## config.mk

```make
export PLATFORM = sky130hd
export DESIGN_NAME = wptr_full_ctrl
export DESIGN_NICKNAME = d
export VERILOG_FILES = /design/src/rtl/wptr_full_ctrl_pkg.sv /design/src/rtl/wptr_full_ctrl_sync.sv /design/src/rtl/wptr_full_ctrl.sv
export SDC_FILE = /design/constraint.sdc
export NUM_CORES = 1
export LEC_CHECK = 0
export CAP_MARGIN = 40
export CORE_MARGIN = 1
export CORE_UTILIZATION = 42
export CTS_CLUSTER_SIZE = 40
export DETAILED_ROUTE_END_ITERATION = 10
export GPL_TIMING_DRIVEN = 0
export PLACE_DENSITY = 0.75
export SLEW_MARGIN = 15
export SYNTH_ARGS = -nofsm -noshare
export SYNTH_HDL_FRONTEND = slang
export SYNTH_SLANG_ARGS = --single-unit
```

## constraint.sdc

```tcl
create_clock -name wclk -period 2.45 [get_ports wclk]
set_input_delay 0.245 -clock wclk [delete_from_list [all_inputs] [get_ports wclk]]
set_output_delay 0.245 -clock wclk [all_outputs]
set_load 0.01 [all_outputs]
```

## src/rtl/wptr_full_ctrl_pkg.sv

```systemverilog
`default_nettype none
// ============================================================================
// Module      : wptr_full_ctrl_pkg
// Description : Shared dual-clock FIFO helpers. Gray/binary conversion used
//               by both the write-side and read-side pointer controllers,
//               plus the depth derivation from the address width.
// Revision    : 1.0 - initial release
// ============================================================================
package wptr_full_ctrl_pkg;

    // Widest pointer the helpers support. Narrower pointers are zero-extended
    // into this width; a zero-extended Gray code converts to a zero-extended
    // binary value, so callers simply truncate the result back.
    localparam int c_PTR_MAX_W = 32;

    function automatic logic [c_PTR_MAX_W-1:0] gray2bin(input logic [c_PTR_MAX_W-1:0] gray);
        logic [c_PTR_MAX_W-1:0] bin;
        bin[c_PTR_MAX_W-1] = gray[c_PTR_MAX_W-1];
        for (int i = c_PTR_MAX_W-2; i >= 0; i--) begin
            bin[i] = bin[i+1] ^ gray[i];
        end
        return bin;
    endfunction

    function automatic logic [c_PTR_MAX_W-1:0] bin2gray(input logic [c_PTR_MAX_W-1:0] bin);
        return (bin >> 1) ^ bin;
    endfunction

    function automatic int depth_of(input int addr_width);
        return 1 << addr_width;
    endfunction

endpackage
`default_nettype wire

```

## src/rtl/wptr_full_ctrl_sync.sv

```systemverilog
`default_nettype none
// ============================================================================
// Module      : sync_ff_chain
// Description : STAGES-deep flop chain for bringing a Gray-coded bus into the
//               clk domain. Pure flops, no logic between stages.
// Ports       : clk   - destination-domain clock
//               rst_n - synchronous active-low reset, clears every stage
//               i_d   - asynchronous input bus
//               o_q   - output of the last stage
// Revision    : 1.0 - initial release
// ============================================================================
module sync_ff_chain #(
    parameter int WIDTH  = 1,
    parameter int STAGES = 2
) (
    input  logic             clk,
    input  logic             rst_n,
    input  logic [WIDTH-1:0] i_d,
    output logic [WIDTH-1:0] o_q
);

    logic [WIDTH-1:0] r_stage [STAGES];

    always_ff @(posedge clk) begin
        if (!rst_n) begin
            for (int i = 0; i < STAGES; i++) begin
                r_stage[i] <= '0;
            end
        end else begin
            r_stage[0] <= i_d;
            for (int i = 1; i < STAGES; i++) begin
                r_stage[i] <= r_stage[i-1];
            end
        end
    end

    assign o_q = r_stage[STAGES-1];

endmodule
`default_nettype wire

```

## src/rtl/wptr_full_ctrl.sv

```systemverilog
`default_nettype none
// ============================================================================
// Module      : wptr_full_ctrl
// Description : Write-domain pointer and status controller for a dual-clock
//               FIFO. Synchronises the read pointer, advances the write
//               pointer, and produces full / almost-full / fill count /
//               sticky overflow.
// Ports       : wclk         - write clock
//               rst_n        - synchronous active-low reset
//               winc         - write request (ignored while full)
//               rptr         - Gray read pointer from the read domain
//               afull_thresh - almost-full threshold in words
//               clr_ovf      - clears the sticky overflow flag
//               wptr         - registered Gray write pointer (to read domain)
//               waddr        - registered binary RAM write address
//               full         - FIFO full
//               almost_full  - fill count >= afull_thresh
//               wcount       - registered write-side fill level
//               overflow     - sticky: write attempted while full
// Revision    : 1.0 - initial release
// ============================================================================
module wptr_full_ctrl
    import wptr_full_ctrl_pkg::*;
#(
    parameter int ADDR_WIDTH  = 3,
    parameter int SYNC_STAGES = 2
) (
    input  logic                  wclk,
    input  logic                  rst_n,
    input  logic                  winc,
    input  logic [ADDR_WIDTH:0]   rptr,
    input  logic [ADDR_WIDTH:0]   afull_thresh,
    input  logic                  clr_ovf,
    output logic [ADDR_WIDTH:0]   wptr,
    output logic [ADDR_WIDTH-1:0] waddr,
    output logic                  full,
    output logic                  almost_full,
    output logic [ADDR_WIDTH:0]   wcount,
    output logic                  overflow
);

    localparam int c_PW = ADDR_WIDTH + 1;

    logic [c_PW-1:0] r_wbin;
    logic [c_PW-1:0] w_rptr_sync;
    logic [c_PW-1:0] w_rbin_sync;
    logic [c_PW-1:0] w_wbin_next;
    logic [c_PW-1:0] w_wgray_next;
    logic [c_PW-1:0] w_full_match;
    logic [c_PW-1:0] w_count_next;
    logic            w_accept;

    sync_ff_chain #(
        .WIDTH  (c_PW),
        .STAGES (SYNC_STAGES)
    ) u_rptr_sync (
        .clk   (wclk),
        .rst_n (rst_n),
        .i_d   (rptr),
        .o_q   (w_rptr_sync)
    );

    assign w_rbin_sync  = c_PW'(gray2bin(c_PTR_MAX_W'(w_rptr_sync)));

    assign w_accept     = winc & ~full;
    assign w_wbin_next  = r_wbin + c_PW'(w_accept);
    assign w_wgray_next = c_PW'(bin2gray(c_PTR_MAX_W'(w_wbin_next)));

    // In Gray code, "DEPTH ahead" is the read pointer with its top two bits
    // inverted. Because rptr_sync lags the real read pointer, full can only
    // be held too long, never released too early.
    assign w_full_match = {~w_rptr_sync[ADDR_WIDTH:ADDR_WIDTH-1],
                            w_rptr_sync[ADDR_WIDTH-2:0]};

    // Modular difference; the extra MSB keeps DEPTH distinct from zero.
    assign w_count_next = w_wbin_next - w_rbin_sync;

    always_ff @(posedge wclk) begin
        if (!rst_n) begin
            r_wbin      <= '0;
            wptr        <= '0;
            waddr       <= '0;
            full        <= 1'b0;
            almost_full <= 1'b0;
            wcount      <= '0;
            overflow    <= 1'b0;
        end else begin
            r_wbin      <= w_wbin_next;
            wptr        <= w_wgray_next;
            waddr       <= w_wbin_next[ADDR_WIDTH-1:0];
            full        <= (w_wgray_next == w_full_match);
            almost_full <= (w_count_next >= afull_thresh);
            wcount      <= w_count_next;
            // Set takes priority over clear so a rejected write is never lost.
            if (winc && full) begin
                overflow <= 1'b1;
            end else if (clr_ovf) begin
                overflow <= 1'b0;
            end
        end
    end

endmodule
`default_nettype wire

```

==> results of run 1 <==
where the power goes:
group	internal, mW	leakage (nW)	switching [mW]
clock	0.166	0.0279	0.106
combinational	0.154	0.361	0.116
sequential	0.390	0.181	0.0119
total	0.709	0.571	0.234
how the worst max path moves through the flow:
stage	from	endpoint	slack (ps)	depth (start not counted)
detailed placement	winc	almost_full	-530	12
CTS	winc	almost_full	10	12
floorplan	full	almost_full	20	11
global route	u_rptr_sync.r_stage[0][7]	almost_full	-110	10
finish	winc	almost_full	-5	12
global placement	winc	almost_full	-490	12
metal layers:
layer  vias to the layer above  share of wire (%)
met5                         -                  0
met3                         9                4.5
met1                       323                 40
li1                        361                  -
met2                        19                 52
met4                         0                3.8
flip-flops by register name, summed over array words and instances (netlist names):
signal / flops
waddr: 2
almost_full: 1
overflow: 1
r_wbin: 1
u_rptr_sync.r_stage: 8
wptr: 4
wcount: 4
full: 1
cell type report:
class | count | area (µm²)
inverter | 7 | 26.3
tap | 28 | 35.0
sequential | 22 | 442
clock buffer | 3 | 22.5
multi-input combinational | 62 | 572
fill | 187 | 797
clock inverter | 1 | 30.0
buffer | 2 | 7.51
timing repair buffer | 29 | 280
metrics by stage:
step	utilization, %	TNS (ps)	setup slack (ps)	cells	hold slack, ps
after floorplan	-	0	22.5	93	372
after global placement	57.5	-488	-488	146	415
after detailed placement	57.5	-530	-530	146	419
after CTS	63.3	0	9.53	153	449
after global routing	64.0	-113	-113	154	458
final	64.0	-5.33	-5.33	154	446
cells by family after synthesis:
group	share of synthesized area, %
buffers and inverters	3.44
flip-flops	44.8
XOR/XNOR	14.9
AO/OA/AOI/OAI	5.60
AND/OR/NAND/NOR	17.8
adder cells (fa/ha/maj)	13.5
synth_stat cells, types with 3 or more instances:
cell,count
dfxtp_1,22
o21ai_0,3
xnor2_1,9
xor2_1,4
a21boi_0,3
inv_1,7
ha_1,9
and2_1,15
nor2b_1,3
repair_timing:
item / in CTS / in global routing
setup endpoints to repair: 1 / 1
pin swaps: 3 / 6
resized for setup: 9 / 6
setup buffers: 3 / 1
==> run_results.csv, run 1 <==
group,metric,value,unit
timing,finalWorstSetupSlack,-5.33,ps
synthesis,synth.avg_cell_area,10.6,µm²
worst_setup_path,crit_arrival,2660,ps
route,routed_wl,1.72,mm
timing,drv_slew,0,
power_and_ir_drop,powerDensity,667,mW/mm²
route,routedWlPerCell,11.2,µm
run_status,violations,"setup timing",
clock_tree,root_buffer,"clkbuf_4",
route,ant_nets,0,
timing,slew_headroom,75.7,%
global_route,grt-busiest-layer,"met2",
global_route,use_met2,26.9,%
power_and_ir_drop,p_total,0.943,mW
timing,finalClockSkew,8.24,ps
placement,dpl.hpwl,1.24,mm
global_route,grt_pass1_vias,699,
route,num_vias,712,
placement,routabilityCongestion,0.689,
global_route,grt_max_degree,14,
timing,fin_crit_sh,100,%
power_and_ir_drop,peakVddDrop,518,µV
synthesis,synth_seq_cells,22,
layout,area_delta_synth_final,43.9,%
die,std_cell_rows,17,
worst_setup_path,rr_endpoint,"almost_full",
synthesis,yosys_warnings,0,
timing,hold_viol,0,
die,die_h,50.4,µm
timing,rsz0062_at_grt,"yes",
worst_setup_path,crit_type,"input pin to register",
worst_hold_path,min_delay_worst_endpoint,"u_rptr_sync.r_stage[0][7]",
die,fp.dieW,50.4,µm
synthesis,synth_fp_nets,115,
route,route.detailed.drc,0,
worst_setup_path,r2r_slack,70,ps
synthesis,synth_top_area_share,44.8,%
layout,final_common_cell,"clkdlybuf4s50_1",
synthesis,synth-edff-count,0,
route,drtIter0Drc,7,
worst_setup_path,cp_max_fo,5,
worst_setup_path,slowest_stage,"clkdlybuf4s50_1",
worst_setup_path,startpoint_type,"input pin",
layout,final_cell_area,0.00142,mm²
layout,nNetsFinal,149,
synthesis,syn_inst,93,
worst_setup_path,critPathTopFamily,"adder cells",
worst_setup_path,path_buf_inv,1,
worst_setup_path,crit_chain,"clkdlybuf4s50_1 > nor2b_2 > ha_2 > ha_4 > ha_1 > nor2b_1 > o21ai_1 > a21oi_1 > or2_1 > ha_1 > o21ai_1 > a21oi_1",
clock_tree,clkLatencyLatePin,310,ps
layout,antenna_cells,0,
synthesis,synth_area,983,µm²
clock_tree,cts_tree,"yes",
die,ioPinCount,26,
worst_setup_path,r2r-start,"u_rptr_sync.r_stage[0][7]",
worst_setup_path,required,2650,ps
layout,layout_common_cells,"25 x clkdlybuf4s50_1, 21 x dfxtp_1, 15 x and2_1",
timing,fmax,407,MHz
route,drtPass1Iterations,4,
route,drt-vias-per-instance,4.62,
synthesis,yosysTopAreaCell,"dfxtp_1",
clock_tree,path_clk_slew,120,ps
timing,min_period,2460,ps
die,die_area,0.00254,mm²
die,core,0.00221,mm²
worst_setup_path,critPathMaxStageDelay,470,ps
worst_hold_path,hp-start,"u_rptr_sync.r_stage[0][3]",
global_route,gr-usage-met1,14.3,%
global_route,grt_first_pass_wirelength,2.75,mm
run_status,outcome,"complete, but fails checks",
clock_tree,clockBufferDepth,2,
global_route,track_usage,14.8,%
worst_hold_path,worstHoldPathCells,1,
clock_tree,clock-sinks,22,
layout,drive_gt1_share,18.3,%
clock_tree,cts-buffers-inserted,3,
power_and_ir_drop,p_leak,0.571,nW
worst_hold_path,hold_path_class,"register to register",
synthesis,ys_types,22,
synthesis,synth_top_cells_by_area,"dfxtp_1 45%, ha_1 11%, and2_1 9.5%",
synthesis,synthArstFlopShare,0,%
global_route,gr-total-overflow,0,
placement,dpl_cell_area,0.00127,mm²
worst_setup_path,rr_worst_depth,10,
timing,finalSetupViolCount,1,
clock_tree,cts_hold_buf,0,
die,start_util,44.5,%
placement,port_buffers,25,
synthesis,ys_dominant_reg_cell,"dfxtp_1",
global_route,use_met3,5.76,%
timing,tightest_slew,365,ps
global_route,antenna_found_initial,0,
synthesis,yosysSeqAreaShare,44.8,%
clock_tree,cts_htree_levels,1,
worst_setup_path,worst_setup_path_end_kind,"register",
flow_run,drv_cap,0,
(Power assumes the default switching activity.)
==> inputs of run 2 (changes only) <==
- CORE_ASPECT_RATIO: unset -> 0.75
==> run 2 against run 1 <==
  * The run ends with DRC left
  * Die area barely moved
  * Via count fell by 0.98%
  * Sequential cell count did not move
  * Hold slack got worse by 210 ps
  * Combinational power fell by 4%
  * Worst setup slack improved by 38 ps
  * Design area fell by 0.97%
  * Cell count fell by 1.9%
  * Non-clock buffer count rose by 1
  * Sequential power barely moved
  * Highest routed layer unchanged
==> run_results.csv, run 2 (synthesized netlist as in run 1, its figures left out) <==
group,metric,value,unit
worst_setup_path,slowest_stage,"dfxtp_2",
worst_setup_path,cp_max_fo,2,
global_route,grt_pass1_vias,648,
die,fp.dieW,57.9,µm
clock_tree,cts_hold_buf,0,
worst_setup_path,r2r_slack,30,ps
worst_setup_path,rr_endpoint,"almost_full",
layout,nNetsFinal,150,
timing,drv_slew,0,
worst_setup_path,crit_type,"register to register",
die,die_h,43.9,µm
placement,port_buffers,25,
worst_setup_path,critPathTopFamily,"XOR/XNOR gates",
global_route,gr-usage-met1,18.0,%
clock_tree,root_buffer,"clkbuf_4",
worst_setup_path,worst_path_most_repeated_cell,"o21ai_1",
timing,hold_viol,0,
clock_tree,clkLatencyLatePin,300,ps
clock_tree,path_clk_slew,110,ps
worst_hold_path,hold_path_class,"input pin to register",
worst_setup_path,path_buf_inv,1,
worst_setup_path,worst-path-stages,12,
route,num_vias,705,
clock_tree,cts-buffers-inserted,3,
worst_setup_path,cp-endpoint,"almost_full",
die,core,0.00210,mm²
global_route,grt_first_pass_wirelength,2.83,mm
worst_setup_path,worst_setup_path_end_kind,"register",
route,ant_nets,0,
layout,largest_register_ffs,8,
layout,antenna_cells,0,
placement,dpl.hpwl,1.35,mm
run_status,violations,"DRC",
die,ioPinCount,26,
global_route,track_usage,15.3,%
timing,min_period,2420,ps
route,routedWlPerCell,12.3,µm
power_and_ir_drop,p_leak,0.584,nW
flow_run,drv_cap,0,
clock_tree,cts_htree_levels,1,
worst_setup_path,rr_worst_depth,12,
timing,fin_crit_sh,98.6,%
clock_tree,clock-sinks,22,
run_status,outcome,"complete, but fails checks",
timing,finalSetupViolCount,0,
route,drtPass1Iterations,7,
timing,hold_slack,236,ps
timing,fmax,414,MHz
route,drtIter0Drc,25,
worst_setup_path,required,2660,ps
timing,setup_tns,0,ps
route,routed_wl,1.86,mm
timing,finalClockSkew,2.29,ps
timing,slew_headroom,73.2,%
global_route,gr-total-overflow,0,
global_route,use_met2,27.4,%
die,start_util,46.8,%
power_and_ir_drop,p_total,0.857,mW
layout,largest_register,"u_rptr_sync.r_stage",
global_route,antenna_found_initial,0,
clock_tree,clockBufferDepth,2,
worst_setup_path,startpoint_type,"register",
layout,reg.largest.list,"u_rptr_sync.r_stage x8, wcount x4, wptr x4",
worst_setup_path,crit_chain,"xnor2_2 > xor2_1 > xnor2_1 > ha_2 > buf_4 > nor2b_1 > o21ai_1 > and3_1 > or2_1 > ha_1 > o21ai_1 > a21oi_1",
worst_setup_path,critPathMaxStageDelay,350,ps
global_route,grt-busiest-layer,"met2",
layout,area_delta_synth_final,42.5,%
clock_tree,cts_tree,"yes",
route,drt-vias-per-instance,4.67,
placement,routabilityCongestion,0.736,
layout,fin_cells,151,
global_route,use_met3,5.37,%
worst_setup_path,crit_arrival,2620,ps
timing,rsz0062_at_grt,"yes",
power_and_ir_drop,peakVddDrop,373,µV
layout,layout_common_cells,"24 x clkdlybuf4s50_1, 19 x dfxtp_1, 15 x and2_1",
worst_hold_path,hp-start,"winc",
power_and_ir_drop,powerDensity,611,mW/mm²
worst_setup_path,startpoint,"u_rptr_sync.r_stage[0][7]",
die,std_cell_rows,14,
worst_setup_path,r2r-start,"u_rptr_sync.r_stage[0][7]",
timing,tightest_slew,403,ps
placement,dp.cells,142,
layout,final_common_cell,"clkdlybuf4s50_1",
die,die_area,0.00254,mm²
layout,drive_gt1_share,18.1,%
global_route,grt_max_degree,13,
route,route.detailed.drc,3,
[run 2: worst reg2reg max path: stages (launching register included)]
cell and delay, ps:
dfxtp_2 350, xnor2_2 210, xor2_1 250, xnor2_1 110, ha_2 200, buf_4 130, nor2b_1 100, o21ai_1 110
and3_1 210, or2_1 210, ha_1 270, o21ai_1 130, a21oi_1 50
[run 2: what timing repair did]
action	in CTS	in global routing
endpoints found under the setup margin	1	1
pin swaps	3	8
gates resized for setup	9	8
buffers inserted	2	3
[run 2: how the worst min path moves through the flow]
stage                           endpoint  slack, ps  cells past startpoint
2_1_floorplan  u_rptr_sync.r_stage[0][0]        370                      1
3_3_place_gp   u_rptr_sync.r_stage[0][4]        420                      1
3_5_place_dp   u_rptr_sync.r_stage[0][7]        420                      1
4_1_cts        u_rptr_sync.r_stage[0][7]        450                      1
5_1_grt                         overflow        250                      3
6_report                        overflow        240                      3
[run 2: layout make-up]
class                   count  area (µm²)
clock buffers               4        36.3
plain buffers               2        7.51
flip-flops and latches     22         444
multi-input cells          62         567
well taps                  24        30.0
repair buffers             30         290
fillers                   166         701
inverters                   7        26.3
[run 2: power breakdown]
group	leakage [nW]	switching [mW]	total (mW)	internal [mW]
registers	0.182	0.0140	0.404	0.390
logic	0.381	0.110	0.260	0.150
clock network	0.0210	0.102	0.192	0.0907
[run 2: per-layer routing]
| metal | part of all wire, % | wire, µm | vias to the layer above |
|---|---|---|---|
| li1 | - | - | 361 |
| met1 | 42 | 784 | 318 |
| met2 | 51 | 949 | 22 |
| met3 | 5.8 | 108 | 4 |
| met4 | 0.91 | 17 | 0 |
| met5 | 0 | 0 | - |
[run 2: stage by stage]
| stage | cell area (µm²) | setup WS, ps | utilization [%] |
|---|---|---|---|
| floorplan | 986 | 22.5 | - |
| global placement | 1270 | -500 | 60.2 |
| detailed placement | 1270 | -512 | 60.2 |
| CTS | 1350 | 9.04 | 64.3 |
| global route | 1400 | -83.8 | 66.7 |
| finish | 1400 | 33.1 | 66.7 |
